===== config.mk =====
export PLATFORM = sky130hd
export DESIGN_NAME = tnet_tx_req
export DESIGN_NICKNAME = d
export VERILOG_FILES = /design/src/rtl/tnet_tx_req.sv
export SDC_FILE = /design/constraint.sdc
export NUM_CORES = 1
export LEC_CHECK = 0
export CAP_MARGIN = 40
export CORE_MARGIN = 2
export CORE_UTILIZATION = 59
export DETAILED_ROUTE_END_ITERATION = 10
export GPL_ROUTABILITY_DRIVEN = 0
export PLACE_DENSITY = 0.87
export REMOVE_ABC_BUFFERS = 1
export SETUP_SLACK_MARGIN = 0.05
export SYNTH_ARGS = -nofsm -noshare
export SYNTH_HDL_FRONTEND = slang
export SYNTH_SLANG_ARGS = --single-unit
export TNS_END_PERCENT = 100

===== constraint.sdc =====
create_clock -name clk_i -period 7.4 [get_ports clk_i]
set_clock_uncertainty 0.05 [all_clocks]
set_input_delay 1.11 -clock clk_i [delete_from_list [all_inputs] [get_ports clk_i]]
set_output_delay 1.11 -clock clk_i [all_outputs]
set_load 0.01 [all_outputs]

===== src/rtl/tnet_tx_req.sv =====
// tnet_tx_req: queues transmit commands and hands them to the link controller
// over a four-phase req/ack handshake. The ack comes from another clock domain
// and is synchronised before the FSM looks at it.
//
// state | meaning
// IDLE  | no packet in flight; pops the queue when it holds an entry
// ACK_H | request raised, waiting for ack high (or the timeout)
// ACK_L | request dropped, waiting for ack low before the next packet
module tnet_tx_req #(
    parameter int FIFO_DEPTH = 4,
    parameter int TIMEOUT    = 1024
) (
    input  logic                        clk_i,
    input  logic                        rst_ni,
    input  logic [9:0]                  ID,
    input  logic                        cmd_valid_i,
    output logic                        cmd_ready_o,
    input  logic [7:0]                  cmd_op_i,
    input  logic [5:0]                  cmd_flags_i,
    input  logic [9:0]                  cmd_dst_i,
    input  logic [19:0]                 cmd_arg_i,
    input  logic [63:0]                 cmd_data_i,
    output logic                        tx_req_o,
    output logic [63:0]                 tx_header_o,
    output logic [63:0]                 tx_data_o,
    input  logic                        tx_ack_i,
    input  logic                        clr_err_i,
    output logic                        busy_o,
    output logic [$clog2(FIFO_DEPTH):0] fifo_cnt_o,
    output logic [15:0]                 sent_cnt_o,
    output logic                        err_timeout_o
);

    localparam int AW = $clog2(FIFO_DEPTH);
    localparam int CW = AW + 1;
    // Wait counter is just wide enough to reach TIMEOUT.
    localparam int WW = (TIMEOUT > 0) ? $clog2(TIMEOUT + 1) : 1;
    localparam logic [CW-1:0] FULL_CNT = CW'(FIFO_DEPTH);
    localparam logic [WW-1:0] TO_VAL   = WW'(TIMEOUT);
    localparam bit            TO_EN    = (TIMEOUT > 0);

    typedef struct packed {
        logic [7:0]  op;
        logic [5:0]  flags;
        logic [9:0]  dst;
        logic [19:0] arg;
        logic [63:0] data;
    } cmd_t;

    typedef enum logic [1:0] {
        IDLE  = 2'd0,
        ACK_H = 2'd1,
        ACK_L = 2'd2
    } state_t;

    cmd_t          mem_q [FIFO_DEPTH];
    cmd_t          head;
    logic [AW-1:0] wr_ptr_q, wr_ptr_d, rd_ptr_q, rd_ptr_d;
    logic [CW-1:0] cnt_q, cnt_d;
    logic          push, pop;

    logic          ack_meta_q, ack_s_q;

    state_t        state_q, state_d;
    logic          req_q, req_d;
    logic [63:0]   hdr_q, hdr_d;
    logic [63:0]   data_q, data_d;
    logic [WW-1:0] wait_q, wait_d, wait_inc;
    logic [15:0]   sent_q, sent_d;
    logic          err_q, err_d;

    assign cmd_ready_o   = (cnt_q != FULL_CNT);
    assign push          = cmd_valid_i && cmd_ready_o;
    assign pop           = (state_q == IDLE) && (cnt_q != '0);
    assign head          = mem_q[rd_ptr_q];

    assign tx_req_o      = req_q;
    assign tx_header_o   = hdr_q;
    assign tx_data_o     = data_q;
    assign fifo_cnt_o    = cnt_q;
    assign sent_cnt_o    = sent_q;
    assign err_timeout_o = err_q;
    assign busy_o        = (state_q != IDLE) || (cnt_q != '0);

    // Queue pointer and occupancy update; a full queue never accepts, even when popping.
    always_comb begin
        wr_ptr_d = wr_ptr_q;
        rd_ptr_d = rd_ptr_q;
        cnt_d    = cnt_q;
        if (push) wr_ptr_d = wr_ptr_q + AW'(1);
        if (pop)  rd_ptr_d = rd_ptr_q + AW'(1);
        if (push && !pop)      cnt_d = cnt_q + CW'(1);
        else if (!push && pop) cnt_d = cnt_q - CW'(1);
    end

    // Queue storage; contents are don't-care while the pointers say empty.
    always_ff @(posedge clk_i) begin
        if (push) begin
            mem_q[wr_ptr_q] <= '{op: cmd_op_i, flags: cmd_flags_i, dst: cmd_dst_i,
                                 arg: cmd_arg_i, data: cmd_data_i};
        end
    end

    // Queue pointers and occupancy.
    always_ff @(posedge clk_i or negedge rst_ni) begin
        if (!rst_ni) begin
            wr_ptr_q <= '0;
            rd_ptr_q <= '0;
            cnt_q    <= '0;
        end else begin
            wr_ptr_q <= wr_ptr_d;
            rd_ptr_q <= rd_ptr_d;
            cnt_q    <= cnt_d;
        end
    end

    // Two-flop synchroniser for the link-domain ack.
    always_ff @(posedge clk_i or negedge rst_ni) begin
        if (!rst_ni) begin
            ack_meta_q <= 1'b0;
            ack_s_q    <= 1'b0;
        end else begin
            ack_meta_q <= tx_ack_i;
            ack_s_q    <= ack_meta_q;
        end
    end

    // Handshake next-state; ack wins over a timeout landing on the same cycle,
    // and a timeout wins over a clear of the sticky error.
    always_comb begin
        state_d  = state_q;
        req_d    = req_q;
        hdr_d    = hdr_q;
        data_d   = data_q;
        wait_d   = wait_q;
        sent_d   = sent_q;
        err_d    = err_q;
        wait_inc = wait_q + WW'(1);
        if (clr_err_i) err_d = 1'b0;
        case (state_q)
            IDLE: begin
                if (pop) begin
                    hdr_d   = {head.op, head.flags, head.dst, ID, 10'd0, head.arg};
                    data_d  = head.data;
                    req_d   = 1'b1;
                    wait_d  = '0;
                    state_d = ACK_H;
                end
            end
            ACK_H: begin
                if (wait_q != '1) wait_d = wait_inc;
                if (ack_s_q) begin
                    req_d   = 1'b0;
                    sent_d  = sent_q + 16'd1;
                    state_d = ACK_L;
                end else if (TO_EN && (wait_q != '1) && (wait_inc == TO_VAL)) begin
                    req_d   = 1'b0;
                    err_d   = 1'b1;
                    state_d = ACK_L;
                end
            end
            ACK_L: begin
                if (!ack_s_q) state_d = IDLE;
            end
            default: state_d = IDLE;
        endcase
    end

    // Handshake state and registered outputs.
    always_ff @(posedge clk_i or negedge rst_ni) begin
        if (!rst_ni) begin
            state_q <= IDLE;
            req_q   <= 1'b0;
            hdr_q   <= '0;
            data_q  <= '0;
            wait_q  <= '0;
            sent_q  <= '0;
            err_q   <= 1'b0;
        end else begin
            state_q <= state_d;
            req_q   <= req_d;
            hdr_q   <= hdr_d;
            data_q  <= data_d;
            wait_q  <= wait_d;
            sent_q  <= sent_d;
            err_q   <= err_d;
        end
    end

endmodule

Word level (Yosys, flattened, before mapping)
Memories as Yosys holds them, arrays and structs flattened. A register that Yosys moved wholly into a read port is not among the register bits.
Index checks and enable logic that the tools add are counted.

cells by class
  bitwise logic cells = 0
  shift operators = 0
  div/mod/pow operators = 0
  multipliers = 0
  order comparisons = 0
  $add $sub $neg = 6
  reductions and logical operators = 19
  equal/unequal tests = 9
  multiplexer cells = 20

operators by type and width
  cell                                                                number
  11-bit two-way mux                                                  2
  11-bit one-hot mux with 2 select lines                              1
  16-bit by 1-bit adder with 16-bit output, second input constant     1
  11-bit by 1-bit adder with 11-bit output, second input constant     1
  11-bit == test, second input constant                               1
  11-bit inequality test, second input constant                       1
  1-bit two-way mux                                                   9
  3-bit AND reduction                                                 3
  2-bit two-way mux                                                   4
  3-bit two-way mux                                                   2
  2-bit inequality test, second input constant                        3
  3-bit inequality test, second input constant                        2
  2-bit one-hot mux with 3 select lines                               1
  2-bit nonzero test                                                  3
  1-bit logical AND                                                   5
  2-bit by 1-bit adder with 2-bit output, second input constant       2
  2-bit AND reduction                                                 2
  3-bit by 1-bit adder with 3-bit output, second input constant       1
  1-bit zero test                                                     3
  3-bit nonzero test                                                  1
  3-bit by 1-bit subtractor with 3-bit output, second input constant  1
  2-bit by 1-bit == test with 1-bit output, second input constant     1
  2-bit == test, second input constant                                1
  2-bit zero test                                                     1
  2 further kinds                                                     2

storage, ports and cells
  output and inout bits = 151
  register bits = 94
  memory bits (read-only) = 0
  memories = 1
  bits in latches = 0
  RAM bits = 432

memories
  memory  depth  width  read ports  clocked after memory_dff  write ports  line  RTL
  mem_q   4      108    1           1                         1            56    cmd_t mem_q [FIFO_DEPTH];

Logic depth before layout (Yosys ltp)
Gate-level depths: netlist of run 1.

  depth after elaboration = 6
  mapped depth = 10
  mapped depth without buffers = 9

Least setup slack after synthesis of run 1
Ideal clock, no wire load.

  path type = input to register
  from = in cmd_valid_i
  to = mem mem_q[0][0] (netlist bit), enable pin
  cell stages on the path = 1
  arrival = 3.656 ns
  path slack = 3.214 ns
  data required time = 6.870 ns
  cell sequence = and3_1

between the ends
  cells in the longest elaborated chain, start to end = 3

ends and longest elaborated chain
  item                                     line  RTL
  start, declared                          16    input logic cmd_valid_i,
  1-bit logical AND                        73    assign push = cmd_valid_i && cmd_ready_o;
  1-bit two-way mux                        98    if (push) begin
  1-bit two-way mux (implied by the code)  99    mem_q[wr_ptr_q] <= '{op: cmd_op_i, flags: cmd_flags_i, dst: cmd_dst_i,
  end, declared                            56

Every way passes these cells.

Worst setup path after layout of run 1
  from = in cmd_valid_i
  to = mem mem_q[3][40] (netlist bit), enable pin

The elaborated chain is that of the path after synthesis.

==> reports/results.ini, run 1 <==
[run_status]
status=completed

[synth]
synthFlopType=edfxtp_1
synth_edf_count=432
synthesis.area_mm2=0.0220
ys_ff_latch=590
yosysUniqueCellTypes=47
synth_warnings=0
netlist_instances=1047
synth_seq_area_share_pct=76.8
async_flop_share_pct=26.8
syn_area_per_cell_um2=21.0

[cts]
cts_tree=yes
cts_num_sinks=590
clk_latency_ps=600
cts_buffers=55
post_cts_resized=0
post-cts-setup-buffers=0
htree_levels=2
cts.reportedPaths.clkPinSlew_ps=60
cts_root_buffer=clkbuf_16
clockBufferDepth=3
ctsHoldBuffers=0

[routing]
route.detailed.drc=0
postRouteAntennaNets=0
drt_wl_total_um=43400
wl_per_cell_um=23.4
dr.pass1.iters=5
first_iter_violations=656
vias=10900
routed_via_density=5.89

[timing]
slew_headroom_pct=39.2
finalSetupViolCount=0
max_freq_mhz=310
tightest_slew_ps=911
rsz0062_at_grt=false
period_share_pct=43.6
period_minus_slack_ps=3230
drv_slew=0
hold_ws_ps=309
final-hold-violation-count=0

[floorplan]
die_x_um=197
core-area_mm2=0.0367
row_count=70
dieArea_mm2=0.0389
ios=274
die_y_um=197
initial_utilization_pct=60.0

[final_layout]
drive_gt1_share_pct=24.4
final_common_cell=edfxtp_1
synthToLayoutAreaGrowth_pct=23.1
finalNetCount=1470
fin_area_mm2=0.0271
mostFrequentLayoutCells=432 x edfxtp_1, 262 x clkdlybuf4s50_1, 156 x dfrtp_1

[power]
ir_drop_mv=0.270
pwr_density_cell_mw_per_mm2=417
p_leak_nw=9.49

[worst_setup_path]
critical_path.startpoint=cmd_valid_i
cp_max_fo=57
crit_slowest_cell=buf_4
worst-path-buf-inv=2
timing.rr.start=fifo_cnt_o[0]$_DFFE_PN0P_
arrival_ps=3380
slowest_delay_ps=800
worst-setup-path-type=input pin to flop
setup.worst_path.start_class=input pin
worstPathRequired_ps=7560
crit_family=buffers and inverters
cp_cell_sequence=clkdlybuf4s50_1 > and3_4 > buf_4
rrSetupSlack_ps=4490
end_kind=flop

[grt]
grt_max_degree=79
antenna_found_initial=8
overflow=0
grt_use_met3_pct=6.28
grt_pass1_vias=11700
busiest_layer=met2
grtUsageTotal_pct=23.0
grt_use_met2_pct=38.3
grt_pass1_wl_um=67000
grtUsageMet1_pct=30.9

[place]
placed_area_mm2=0.0253
hpwl_um=26400
io_buffers=263

[min_path]
hp-start=ack_meta_q$_DFF_PN0_
hp-class=flop to flop

[flow_run]
maxCapViolCount=0

-- sequential cells by signal (all words and copies together), names as in the netlist --
name	flops
ack_s_q	1
tx_req_o	1
err_timeout_o	1
fifo_cnt_o	3
mem_q	432
rd_ptr_q	2
tx_header_o	54
wait_q	11
ack_meta_q	1
tx_data_o	64
sent_cnt_o	16
state_q	2
wr_ptr_q	2
-- cell usage after synthesis (3+ instances only) --
library cell / count / area, µm²
mux4_2: 108 / 2430
nand4_1: 8 / 50.1
buf_2: 26 / 130
buf_4: 10 / 75.1
xor2_1: 7 / 61.3
inv_1: 11 / 41.3
nor2_1: 17 / 63.8
ha_1: 8 / 100
mux2_2: 110 / 1240
clkbuf_1: 16 / 60.1
nor3_1: 3 / 15.0
nand3_1: 8 / 40.0
o21ai_0: 15 / 75.1
xnor2_1: 19 / 166
and3_1: 7 / 43.8
clkbuf_2: 3 / 15.0
edfxtp_1: 432 / 13000
nand2_1: 47 / 176
o31ai_1: 3 / 22.5
dfrtp_1: 158 / 3950
-- power breakdown --
group          switching, mW  leakage, nW  total, mW  internal (mW)
Clock                   1.17        0.877       2.78           1.61
Combinational           1.58         2.76       3.56           1.98
Sequential             0.470         5.86       4.96           4.49
-- worst paths after layout --
kind	end	cells past startpoint
min reg2reg	ack_s_q$_DFF_PN0_	0
max in group asynchronous	tx_data_o[17]$_DFFE_PN0P_	3
min	ack_s_q$_DFF_PN0_	0
max	mem_q[3][40]$_DFFE_PP_	3
min in group asynchronous	rd_ptr_q[1]$_DFFE_PN0P_	1
max reg2reg	mem_q[3][40]$_DFFE_PP_	4
-- per-stage QoR --
| stage | utilization [%] | cells | worst slack (ps) | setup TNS [ps] | power (mW) |
|---|---|---|---|---|---|
| after floorplan | - | 1000 | -4800 | -344110 | 7.29 |
| after detailed placement | 69.0 | 1749 | 3630 | 0 | 8.61 |
| after global placement | 68.4 | 1741 | 3660 | 0 | 8.37 |
| final | 73.9 | 1855 | 4170 | 0 | 11.3 |
| after global routing | 73.9 | 1853 | 4050 | 0 | 11.8 |
| after CTS | 73.9 | 1853 | 4170 | 0 | 11.4 |
-- area by class of cell --
type / count / area (µm²)
Sequential cell: 590 / 16900
Multi-Input combinational cell: 399 / 4830
Tap cell: 468 / 586
Timing Repair Buffer: 281 / 2920
Clock buffer: 82 / 1570
Antenna cell: 2 / 5.00
Fill cell: 2040 / 9580
Clock inverter: 22 / 230
Inverter: 11 / 41.3
-- cells by family after synthesis --
kind of cell	after synthesis	share of synthesized area [%]
AO/OA/AOI/OAI	33	1.15
XOR/XNOR	26	1.03
adder cells (fa/ha/maj)	9	0.545
buffers and inverters	67	1.48
flip-flops	590	76.8
multiplexers	218	16.7
other	1	0.0170
AND/OR/NAND/NOR	103	2.27
-- metal layers --
| metal | vias to the layer above | part of all wire (%) |
|---|---|---|
| met5 | - | 0.18 |
| met4 | 12 | 1.7 |
| met3 | 74 | 7.5 |
| met2 | 392 | 50 |
| met1 | 5715 | 40 |
| li1 | 4732 | - |
Note: power is estimated with default switching activity, not from simulation.
==> run 2: changes to the inputs <==
--- a/config.mk
+++ b/config.mk
@@ -7,10 +7,10 @@
 export LEC_CHECK = 0
 export CAP_MARGIN = 40
 export CORE_MARGIN = 2
-export CORE_UTILIZATION = 59
+export CORE_UTILIZATION = 55
 export DETAILED_ROUTE_END_ITERATION = 10
 export GPL_ROUTABILITY_DRIVEN = 0
-export PLACE_DENSITY = 0.87
+export PLACE_DENSITY = 0.82
 export REMOVE_ABC_BUFFERS = 1
 export SETUP_SLACK_MARGIN = 0.05
 export SYNTH_ARGS = -nofsm -noshare
==> constraint.sdc (replaced) <==
create_clock -name clk_i -period 3.05 [get_ports clk_i]
set_clock_uncertainty 0.05 [all_clocks]
set_input_delay 0.4575 -clock clk_i [delete_from_list [all_inputs] [get_ports clk_i]]
set_output_delay 0.4575 -clock clk_i [all_outputs]
set_load 0.01 [all_outputs]
==> run 2 against run 1 <==
  * Core utilization decreased by 5.2 points
  * Flip-flop and latch count unchanged
  * First-iteration DRC count increased by 14%
  * Critical path type is now flop to primary output
  * Critical endpoint is now busy_o
  * Largest cell class unchanged
  * Highest routed layer unchanged
==> reports/results.ini, run 2 (synthesis results as in run 1) <==
[grt]
grt_max_degree=121  ; was 79
grtUsageTotal_pct=21.3  ; was 23.0%
antenna_found_initial=5  ; was 8
grt_pass1_vias=11600  ; was 11700
overflow=0  ; unchanged
grt_pass1_wl_um=66600  ; was 67000 µm

[cts]
cts_buffers=57  ; was 55
clk_latency_ps=590  ; was 600 ps
post-cts-setup-buffers=0  ; unchanged
cts_tree=yes  ; unchanged
cts_num_sinks=590  ; unchanged
htree_levels=2  ; unchanged
cts_root_buffer=clkbuf_16  ; unchanged
cts.reportedPaths.clkPinSlew_ps=60  ; about the same
clockBufferDepth=3  ; unchanged

[worst_setup_path]
arrival_ps=2020  ; was 3380 ps
reg2reg_to=wait_q[4]$_DFFE_PN0P_  ; was mem_q[3][40]$_DFFE_PP_
worstPathRequired_ps=2540  ; was 7560 ps
crit_slowest_cell=clkdlybuf4s50_1  ; was buf_4
worst_r2r_path_depth=6  ; was 4
worst-path-buf-inv=1  ; was 2
crit_family=buffers and inverters  ; unchanged
slowest_delay_ps=500  ; was 800 ps
end_kind=primary output  ; was flop
timing.rr.start=wait_q[0]$_DFFE_PN0P_  ; was fifo_cnt_o[0]$_DFFE_PN0P_
worst-setup-path-type=flop to primary output  ; was input pin to flop
cp-endpoint=busy_o  ; was mem_q[3][40]$_DFFE_PP_
cp_max_fo=5  ; was 57
rrSetupSlack_ps=610  ; was 4490 ps
cp_cell_sequence=nor3_1 > nand2_1 > clkdlybuf4s50_1  ; was clkdlybuf4s50_1 > and3_4 > buf_4
setup.worst_path.start_class=flop  ; was input pin
cp.depth=3  ; unchanged
critical_path.startpoint=fifo_cnt_o[0]$_DFFE_PN0P_  ; was cmd_valid_i

[routing]
routed_via_density=5.65  ; was 5.89
drt_wl_total_um=43300  ; was 43400 µm
first_iter_violations=749  ; was 656
route.detailed.drc=0  ; unchanged
dr.pass1.iters=5  ; unchanged
vias=10900  ; about the same
wl_per_cell_um=22.5  ; was 23.4 µm
postRouteAntennaNets=0  ; unchanged

[timing]
max_freq_mhz=395
finalSetupViolCount=0  ; unchanged
final-hold-violation-count=0  ; unchanged
hold_ws_ps=253  ; was 309 ps
drv_slew=0  ; unchanged
period_share_pct=83.0
rsz0062_at_grt=false  ; unchanged
period_minus_slack_ps=2530
slew_headroom_pct=48.2  ; was 39.2%
setup_ws_ps=520  ; was 4170 ps
tightest_slew_ps=777  ; was 911 ps

[flow_run]
maxCapViolCount=0  ; unchanged

[power]
p_total_mw=27.3  ; was 11.3 mW
p_leak_nw=9.53  ; was 9.49 nW
pwr_density_cell_mw_per_mm2=1000  ; was 417 mW/mm²
ir_drop_mv=0.888  ; was 0.270 mV

[final_layout]
top_register=mem_q  ; unchanged
largest_reg_flops=432  ; unchanged
final_common_cell=edfxtp_1  ; unchanged
synthToLayoutAreaGrowth_pct=23.6  ; was 23.1%
finalNetCount=1480  ; was 1470
mostFrequentLayoutCells=432 x edfxtp_1, 262 x clkdlybuf4s50_1, 156 x dfrtp_1  ; unchanged
drive_gt1_share_pct=24.7  ; was 24.4%

[floorplan]
core-area_mm2=0.0396  ; was 0.0367 mm²
die_y_um=204  ; was 197 µm
row_count=73  ; was 70
dieArea_mm2=0.0417  ; was 0.0389 mm²
die_x_um=204  ; was 197 µm
initial_utilization_pct=55.6  ; was 60.0%
ios=274  ; unchanged

[min_path]
hp-class=input pin to flop  ; was flop to flop

[place]
hpwl_um=25000  ; was 26400 µm
io_buffers=263  ; unchanged
pre_cts_slack_ps=550  ; was 3630 ps

[run_status]
status=completed  ; unchanged

==> run 2: cell type report <==
| type | count | area [µm²] |
|---|---|---|
| Antenna cell | 2 | 5.00 |
| Clock buffer | 84 | 1630 |
| Multi-Input combinational cell | 399 | 4830 |
| Clock inverter | 22 | 160 |
| Tap cell | 525 | 657 |
| Sequential cell | 590 | 16900 |
| Fill cell | 2465 | 12400 |
| Timing Repair Buffer | 289 | 2970 |
| Inverter | 11 | 41.3 |
==> run 2: timing repair <==
item | 4_1_cts | 5_1_grt
hold endpoints to repair | 51 | 0
resized for setup | 0 | 0
hold buffers | 1 | 0
==> run 2: how the worst min path moves through the flow <==
stage | to | startpoint | slack, ps | cells after the start
global placement | ack_s_q$_DFF_PN0_ | ack_meta_q$_DFF_PN0_ | 280 | 0
finish | ack_meta_q$_DFF_PN0_ | tx_ack_i | 250 | 1
global route | ack_meta_q$_DFF_PN0_ | tx_ack_i | 260 | 1
detailed placement | ack_s_q$_DFF_PN0_ | ack_meta_q$_DFF_PN0_ | 290 | 0
floorplan | ack_meta_q$_DFF_PN0_ | rst_ni | 110 | 0
CTS | ack_meta_q$_DFF_PN0_ | tx_ack_i | 220 | 1
==> run 2: routing by layer <==
metal	up-vias	wire [µm]	global-route usage (%)
met5	-	46	0
met2	360	22000	35.5
li1	4753	-	-
met1	5668	17600	28.1
met3	71	2720	4.78
met4	6	969	6.73
==> run 2: worst reg2reg max path, cell delays in order (launching register included) <==
cell and delay, ps:
dfrtp_1 450, ha_1 350, nand3_4 150, o41ai_4 530
and2_0 510, o21ai_0 190, o31ai_1 110
==> run 2: through the flow <==
stage | cells | instance area, µm² | TNS, ps | utilization (%)
floorplan | 1000 | 21800 | -1259970 | -
global placement | 1813 | 25400 | 0 | 64.1
detailed placement | 1813 | 25400 | 0 | 64.1
CTS | 1920 | 27200 | 0 | 68.7
global route | 1921 | 27200 | 0 | 68.7
finish | 1922 | 27200 | 0 | 68.7
==> run 2: power by group <==
part | internal (mW) | switching, mW | leakage (nW)
Clock | 3.86 | 2.82 | 0.884
Sequential | 10.9 | 1.13 | 5.86
Combinational | 4.83 | 3.82 | 2.79
Total | 19.6 | 7.76 | 9.53
